===== config.mk =====
export PLATFORM = sky130hd
export DESIGN_NAME = ram_stream_reader
export DESIGN_NICKNAME = d
export VERILOG_FILES = /design/src/rtl/ram_rd_pkg.sv /design/src/rtl/rd_skid_fifo.sv /design/src/rtl/ram_stream_reader.sv
export SDC_FILE = /design/constraint.sdc
export NUM_CORES = 1
export LEC_CHECK = 0
export ABC_AREA = 1
export CAP_MARGIN = 10
export CORE_ASPECT_RATIO = 0.8
export CORE_MARGIN = 5
export CORE_UTILIZATION = 50
export CTS_CLUSTER_SIZE = 25
export DETAILED_ROUTE_END_ITERATION = 6
export PLACE_DENSITY = 0.72
export SLEW_MARGIN = 15
export SYNTH_ARGS = -nofsm -noshare
export SYNTH_HDL_FRONTEND = slang
export SYNTH_HIERARCHICAL = 1
export SYNTH_SLANG_ARGS = --single-unit

===== constraint.sdc =====
create_clock -name clk -period 3.57 [get_ports clk]
set_clock_uncertainty 0.05 [all_clocks]
set_input_delay 0.714 -clock clk [delete_from_list [all_inputs] [get_ports clk]]
set_output_delay 0.714 -clock clk [all_outputs]
set_load 0.005 [all_outputs]

===== src/rtl/ram_rd_pkg.sv =====
// Shared constants, state encoding and sizing helper for the RAM stream reader.
package ram_rd_pkg;

  localparam int RAM_RD_LATENCY = 2;

  typedef enum logic [1:0] {IDLE, ISSUE, DRAIN} rd_state_e;

  // Occupancy counter width: must represent 0..depth inclusive.
  function automatic int cnt_width(input int depth);
    return $clog2(depth) + 1;
  endfunction

endpackage


===== src/rtl/rd_skid_fifo.sv =====
// Register FIFO used as the output skid buffer; read data is the head entry.
module rd_skid_fifo
  import ram_rd_pkg::*;
#(
  parameter  int DATA_WIDTH = 8,
  parameter  int SKID_DEPTH = 4,
  localparam int CW         = cnt_width(SKID_DEPTH)
) (
  input  logic                  clk,
  input  logic                  rst_n,
  input  logic                  wr_en,
  input  logic [DATA_WIDTH-1:0] wr_data,
  input  logic                  rd_en,
  output logic [DATA_WIDTH-1:0] rd_data,
  output logic [CW-1:0]         count
);

  localparam int PW = $clog2(SKID_DEPTH);

  logic [DATA_WIDTH-1:0] mem [SKID_DEPTH];
  logic [PW-1:0]         wr_ptr, rd_ptr;

  // Storage carries no reset; contents are only visible behind a nonzero count.
  always_ff @(posedge clk) begin
    if (wr_en) mem[wr_ptr] <= wr_data;
  end

  always_ff @(posedge clk or negedge rst_n) begin
    if (!rst_n) begin
      wr_ptr <= '0;
      rd_ptr <= '0;
      count  <= '0;
    end else begin
      if (wr_en) wr_ptr <= wr_ptr + 1'b1;
      if (rd_en) rd_ptr <= rd_ptr + 1'b1;
      case ({wr_en, rd_en})
        2'b10:   count <= count + 1'b1;
        2'b01:   count <= count - 1'b1;
        default: ;
      endcase
    end
  end

  assign rd_data = mem[rd_ptr];

endmodule


===== src/rtl/ram_stream_reader.sv =====
// Burst reader for a 2-cycle-latency RAM read port, presenting a valid/ready stream.
// Optional macro RAM_RD_LAST_EN adds m_last, carried through the skid buffer.
module ram_stream_reader
  import ram_rd_pkg::*;
#(
  parameter int ADDRESS_WIDTH = 12,
  parameter int DATA_WIDTH    = 8,
  parameter int SKID_DEPTH    = 4
) (
  input  logic                     clk,
  input  logic                     rst_n,
  input  logic                     start,
  input  logic [ADDRESS_WIDTH-1:0] base_addr,
  input  logic [ADDRESS_WIDTH:0]   length,
  output logic                     busy,
  output logic                     done,
  output logic [ADDRESS_WIDTH-1:0] ram_read_address,
  input  logic [DATA_WIDTH-1:0]    ram_read_data,
  output logic [DATA_WIDTH-1:0]    m_data,
  output logic                     m_valid,
`ifdef RAM_RD_LAST_EN
  output logic                     m_last,
`endif
  input  logic                     m_ready
);

  localparam int AW = ADDRESS_WIDTH;
  localparam int CW = cnt_width(SKID_DEPTH);
  localparam int IW = $clog2(RAM_RD_LATENCY + 1);
`ifdef RAM_RD_LAST_EN
  localparam int FW = DATA_WIDTH + 1;
`else
  localparam int FW = DATA_WIDTH;
`endif

  rd_state_e                 state, state_nxt;
  logic [AW:0]               len_q, issued_q, rem_q;
  logic [AW-1:0]             addr_q;
  logic [RAM_RD_LATENCY-1:0] vld_pipe;
  logic [IW-1:0]             inflight;
  logic [CW-1:0]             occ;
  logic [CW:0]               used;
  logic                      issue, last_issue, hs, final_hs, accept;
  logic [FW-1:0]             fifo_wdata, fifo_rdata;

  assign accept     = (state == IDLE) && start && (length != '0);
  assign last_issue = (issued_q + (AW+1)'(1)) == len_q;
  assign hs         = m_valid && m_ready;
  assign final_hs   = (state == DRAIN) && hs && (rem_q == (AW+1)'(1));

  // Credit check: buffered plus in-flight words must leave room for the new issue.
  always_comb begin
    inflight = '0;
    for (int i = 0; i < RAM_RD_LATENCY; i++) inflight = inflight + IW'(vld_pipe[i]);
    used  = {1'b0, occ} + (CW+1)'(inflight);
    issue = (state == ISSUE) && (used < (CW+1)'(SKID_DEPTH));
  end

  always_comb begin
    state_nxt = state;
    case (state)
      IDLE:    if (accept) state_nxt = ISSUE;
      ISSUE:   if (issue && last_issue) state_nxt = DRAIN;
      DRAIN:   if (final_hs) state_nxt = IDLE;
      default: state_nxt = IDLE;
    endcase
  end

  always_ff @(posedge clk or negedge rst_n) begin
    if (!rst_n) begin
      state    <= IDLE;
      len_q    <= '0;
      issued_q <= '0;
      rem_q    <= '0;
      addr_q   <= '0;
      vld_pipe <= '0;
      done     <= 1'b0;
    end else begin
      state    <= state_nxt;
      vld_pipe <= {vld_pipe[RAM_RD_LATENCY-2:0], issue};
      done     <= ((state == IDLE) && start && (length == '0)) || final_hs;
      if (accept) begin
        len_q    <= length;
        rem_q    <= length;
        issued_q <= '0;
        addr_q   <= base_addr;
      end else begin
        if (issue) begin
          issued_q <= issued_q + 1'b1;
          addr_q   <= addr_q + 1'b1;
        end
        if (hs) rem_q <= rem_q - 1'b1;
      end
    end
  end

`ifdef RAM_RD_LAST_EN
  logic [RAM_RD_LATENCY-1:0] last_pipe;

  always_ff @(posedge clk or negedge rst_n) begin
    if (!rst_n) last_pipe <= '0;
    else        last_pipe <= {last_pipe[RAM_RD_LATENCY-2:0], issue && last_issue};
  end

  assign fifo_wdata = {last_pipe[RAM_RD_LATENCY-1], ram_read_data};
  assign m_last     = m_valid && fifo_rdata[DATA_WIDTH];
`else
  assign fifo_wdata = ram_read_data;
`endif

  rd_skid_fifo #(
    .DATA_WIDTH (FW),
    .SKID_DEPTH (SKID_DEPTH)
  ) u_fifo (
    .clk     (clk),
    .rst_n   (rst_n),
    .wr_en   (vld_pipe[RAM_RD_LATENCY-1]),
    .wr_data (fifo_wdata),
    .rd_en   (hs),
    .rd_data (fifo_rdata),
    .count   (occ)
  );

  assign busy             = (state != IDLE);
  assign ram_read_address = addr_q;
  assign m_valid          = (occ != '0);
  assign m_data           = fifo_rdata[DATA_WIDTH-1:0];

endmodule

* Yosys cells after proc, flatten, opt, wreduce, memory -nomap -nowiden *
Memory sizes are Yosys's and may differ from the RTL's.
Index checks and enable logic that the tools add are counted.

operators by class
  $add $sub $neg = 9
  $lt $le $gt $ge = 1
  eq/ne operators = 9
  mux-type cells = 13
  reductions and logical operators = 18

operator list
  cell                                                                           count
  13-bit 2-to-1 mux                                                              4
  12-bit 2-to-1 mux                                                              2
  13-bit by 1-bit adder with 13-bit output (second input constant)               1
  13-bit by 1-bit == test with 1-bit output (second input constant)              1
  13-bit == test                                                                 1
  13-bit logical NOT                                                             1
  13-bit nonzero test                                                            1
  13-bit by 1-bit subtractor with 13-bit output (second input constant)          1
  12-bit by 1-bit adder with 12-bit output (second input constant)               1
  1-bit logical AND                                                              8
  2-bit nonzero test                                                             4
  2-bit 2-to-1 mux                                                               3
  2-bit one-hot mux with 3 select lines                                          1
  3-bit one-hot mux with 2 select lines                                          1
  2-bit by 1-bit adder with 2-bit output (second input constant)                 2
  3-bit by 2-bit adder with 4-bit output                                         1
  2-bit by 1-bit == test with 1-bit output (second input constant)               2
  2-bit == test (second input constant)                                          2
  4-bit by 3-bit less-than comparator with 1-bit output (second input constant)  1
  2-bit inequality test (second input constant)                                  2
  3-bit by 1-bit adder with 3-bit output (second input constant)                 1
  3-bit AND reduction                                                            1
  3-bit nonzero test                                                             1
  3-bit by 1-bit subtractor with 3-bit output (second input constant)            1
  5 further kinds                                                                6

word-level totals
  bits in registers = 63
  bits in writable memories = 32
  bits of input ports = 37
  output and inout bits = 23
  memories kept = 1

memory list
  name        depth  width  read ports  clocked after Yosys merged registers in  wr ports  line                RTL
  u_fifo.mem  4      8      1           0                                        1         rd_skid_fifo.sv:20  logic [DATA_WIDTH-1:0] mem [SKID_DEPTH];

* Longest topological paths before layout *
  word-level depth = 7
  depth in mapped cells = 14
  depth with buffers taken out = 14

* By module *
The synthesis kept the hierarchy.

by module, submodules not included
  module             times used  cells an instance  area each (sq um)  sequential area each (sq um)
  ram_stream_reader  1           452                3301.9             1401.3
  rd_skid_fifo       1           140                1699.1             1136.1

* Worst setup path after synthesis *
OpenSTA, ideal clock, no wires.

  kind = reg-to-reg
  start point = reg u_fifo.count[1]
  end point = reg u_fifo.count[1]
  arrival = 1795 ps
  setup slack = 1642 ps
  stages on the path, launching flop included = 8
  path buffers = 0
  clock period less this slack = 1928 ps
  path through = dfrtp_1 -> or3_1 -> nand2_1 -> inv_2 -> ha_1 -> inv_1 -> fa_1 -> o21ai_0

on the way
  word-level cells in the longest chain between the ends = 4

ends and longest elaborated chain
  item                                                                                line                      RTL
  start, declared                                                                     rd_skid_fifo.sv:15        output logic [CW-1:0] count
  start signal, assigned                                                              rd_skid_fifo.sv:37        2'b10: count <= count + 1'b1;
  start signal, assigned                                                              rd_skid_fifo.sv:38        2'b01: count <= count - 1'b1;
  3-bit nonzero test *                                                                ram_stream_reader.sv:126  assign m_valid = (occ != '0);
  net m_valid                                                                         ram_stream_reader.sv:20   output logic m_valid,
  1-bit logical AND *                                                                 ram_stream_reader.sv:48   assign hs = m_valid && m_ready;
  net hs                                                                              ram_stream_reader.sv:43   logic issue, last_issue, hs, final_hs, accept;
  2-bit by 1-bit == test with 1-bit output / 2-bit == test (equally long branches)    rd_skid_fifo.sv:36        case ({wr_en, rd_en})
  3-bit one-hot mux with 2 select lines / 2-bit nonzero test (equally long branches)  -

The timed path passes the listed nets; every way through them passes the cells marked *.
A chain may end at the register's enable or synchronous reset.

* Worst setup path in the final report *
  start point = reg u_fifo.rd_ptr[0]
  end point = out m_data[1]

on the way
  word-level cells in the longest chain between the ends = 1

ends and longest elaborated chain
  item                    line                     RTL
  start, declared         rd_skid_fifo.sv:21       logic [PW-1:0] wr_ptr, rd_ptr;
  start signal, assigned  rd_skid_fifo.sv:35       if (rd_en) rd_ptr <= rd_ptr + 1'b1;
  memory 4 x 8 bit        -
  end, declared           ram_stream_reader.sv:19  output logic [DATA_WIDTH-1:0] m_data,

No other way between the ends.

==> out/metrics.yaml <==
place.detailed.hpwl_microns: 8775
worstReg2RegStart: "u_fifo/count[1]"
drv_slew: 0
postCtsHoldBufs: 0
powerDensity_nw_per_um2: 850.7
first_pass_iters: 5
cp-endpoint: "m_data[1]"
place_congestion: 0.9239
layout.cells.non_filler: 792
clockBufferDepth: 2
setup-violations-final: 0
ys.flop_type: "dfrtp_1"
viasPerCell: 5.260
ys_seq_area_share_pct: 50.74
syn_inst: 592
grt_setup_unrepaired: "no"
clk_latency_ns: 0.34
period_needed_ns: 2.954
dp_cells: 776
num_vias: 4166
diodes: 0
startpoint_type: "register"
irDropWorstVdd_v: 0.0003800
core.rowCount: 32
crit_chain: "o211ai_1, nand2_1, clkdlybuf4s50_1"
h-tree-depth: 3
critPathArrivalTime_ns: 2.19
syn-cell-area_sq_um: 5001
yosys_warnings: 6
leakage_uw: 0.002716
cts_sinks: 95
clkTransAtPathRegs_ns: 0.06
synth_top_area_share_pct: 31.52
crit_slowest_cell: "dfrtp_1"
tightest_slew_ns: 1.024
startpoint: "u_fifo/rd_ptr[0]"
ys_types: 33
synth-seq-cells: 95
yosys.area.top_type: "dfrtp_1"
start_util_pct: 51.61
drive_above_1_share_pct: 5.640
async_reset_ff_share_pct: 66.32
cts_buffers: 9
status: "complete, no violations"
clk_root_buffer_cell: "clkbuf_16"
grt_pass1_wl_microns: 20360
max_freq_mhz: 338.5
nets: 699
fin_tns_setup_ns: 0
maxCapViolations: 0
yosys-top-cells-count: "nand2_1 (162), inv_1 (77), dfrtp_1 (63), nand3_1 (56), nor2_1 (43)"
layout_worst_path_cycle_share_pct: 82.75
first_global_vias: 4109
drc: 0
antenna_left: 0
hold_viol_final: 0
die_h_microns: 99.45
overflow: 0
post-cts-setup-buffers: 0
synth_edf_count: 32
antenna_found_initial: 0
cts_tree: "built"
die_area_sq_um: 12110
ff2ff_setup_slack_ns: 1.16
wl_per_cell_microns: 15.06
ys_top_cells_by_area: "dfrtp_1 (32%), edfxtp_1 (19%), nand2_1 (12%)"
cp_data_required_time_ns: 2.81
drt_wl_total_microns: 11920
hp-class: "reg2reg"
avgSynthCellArea_sq_um: 8.448
yosysMostFrequentCell: "nand2_1"
io_buffer_count: 59
io_pins: 60
cp_max_fo: 33
drt_iter0_drc: 328
cts_resized: 0
criticalPathCategory: "reg2out"
grt_max_degree: 45
slowest_delay_ns: 1.01
area_delta_synth_final_pct: 19.64
grt_usage_pct: 21.22
r2r_cells: 7
die_w_microns: 121.8
cp-end-kind: "output pin"
syn_nets: 640
fp.coreArea_sq_um: 9689
slew_headroom_pct: 31.73
reg2reg_to: "u_fifo/count[1]"
[worst min-delay path by stage]
stage,endpoint,slack [ns],from,depth (start not counted)
after floorplan,vld_pipe[1],0.31,vld_pipe[0],0
after global placement,vld_pipe[1],0.33,vld_pipe[0],0
after detailed placement,vld_pipe[1],0.34,vld_pipe[0],0
after CTS,vld_pipe[1],0.36,vld_pipe[0],0
after global routing,vld_pipe[1],0.37,vld_pipe[0],0
final,vld_pipe[1],0.35,vld_pipe[0],0
[placed cells by master, fill, tap and decap left out, types with 10 or more instances in the layout]
cell,instances
edfxtp_1,32
nand4_1,17
nand2_1,162
clkdlybuf4s50_1,58
ha_1,10
nand3_1,56
o21ai_0,23
o211ai_1,25
nor2_1,43
inv_1,77
xor2_1,11
dfrtp_1,63
[cell families (layout without fill, tap and decap cells)]
logic type,after synthesis,count (layout),synth area share (%)
DFF,95,95,50.74
buffers and inverters,99,163,8.256
AOI/OAI and AO/OA,75,75,9.407
adders and majority gates,11,11,2.902
and+or+nand+nor,294,294,25.54
xor gates and xnor gates,18,18,3.152
[layer usage]
metal / GRT usage (%) / routed length [microns] / share of wire [%]
met5: 0 / 0 / 0
met4: 4.393 / 114 / 0.96
met3: 6.254 / 877 / 7.4
met2: 32.89 / 5392 / 45
met1: 29.87 / 5540 / 46
[power by group]
part / switching [uW] / internal (uW)
clock network: 396 / 545
logic: 1270 / 919
registers: 413 / 1540
total: 2080 / 3010
[flip-flops by register name (all words and copies together), names as in the netlist]
| name | cells |
|---|---|
| u_fifo/mem | 32 |
| issued_q | 13 |
| len_q | 13 |
| rem_q | 13 |
| ram_read_address | 12 |
| u_fifo/count | 3 |
| state | 2 |
| u_fifo/rd_ptr | 2 |
| u_fifo/wr_ptr | 2 |
| vld_pipe | 2 |
| done | 1 |
[area by class of cell]
type	instances	area, sq um
inverters	83	311.5
multi-input cells	398	2051
clock buffers	11	232.7
flip-flops and latches	95	2537
repair buffers	64	623.1
clock inverters	5	57.56
well taps	136	170.2
fillers	816	3706
[through the flow]
stage               setup slack [ns]  util [%]  hold slack (ns)  power, uW  instance area (sq um)
floorplan                      1.642         -           0.3097       3369                   5001
global placement              0.8294     58.76           0.3318       4073                   5693
detailed placement            0.7695     58.76           0.3389       4147                   5693
CTS                           0.6016     61.75           0.3560       5108                   5983
global route                  0.4234     61.75           0.3670       5554                   5983
finish                        0.6158     61.75           0.3504       5090                   5983
[critical path: cells and delay by family, from the launching register on]
kind,cells,cell delay [ns]
simple gates,1,0.11
flops,1,1.01
buf+inv,1,0.50
compound gates,1,0.22
(Power assumes the default switching activity.)
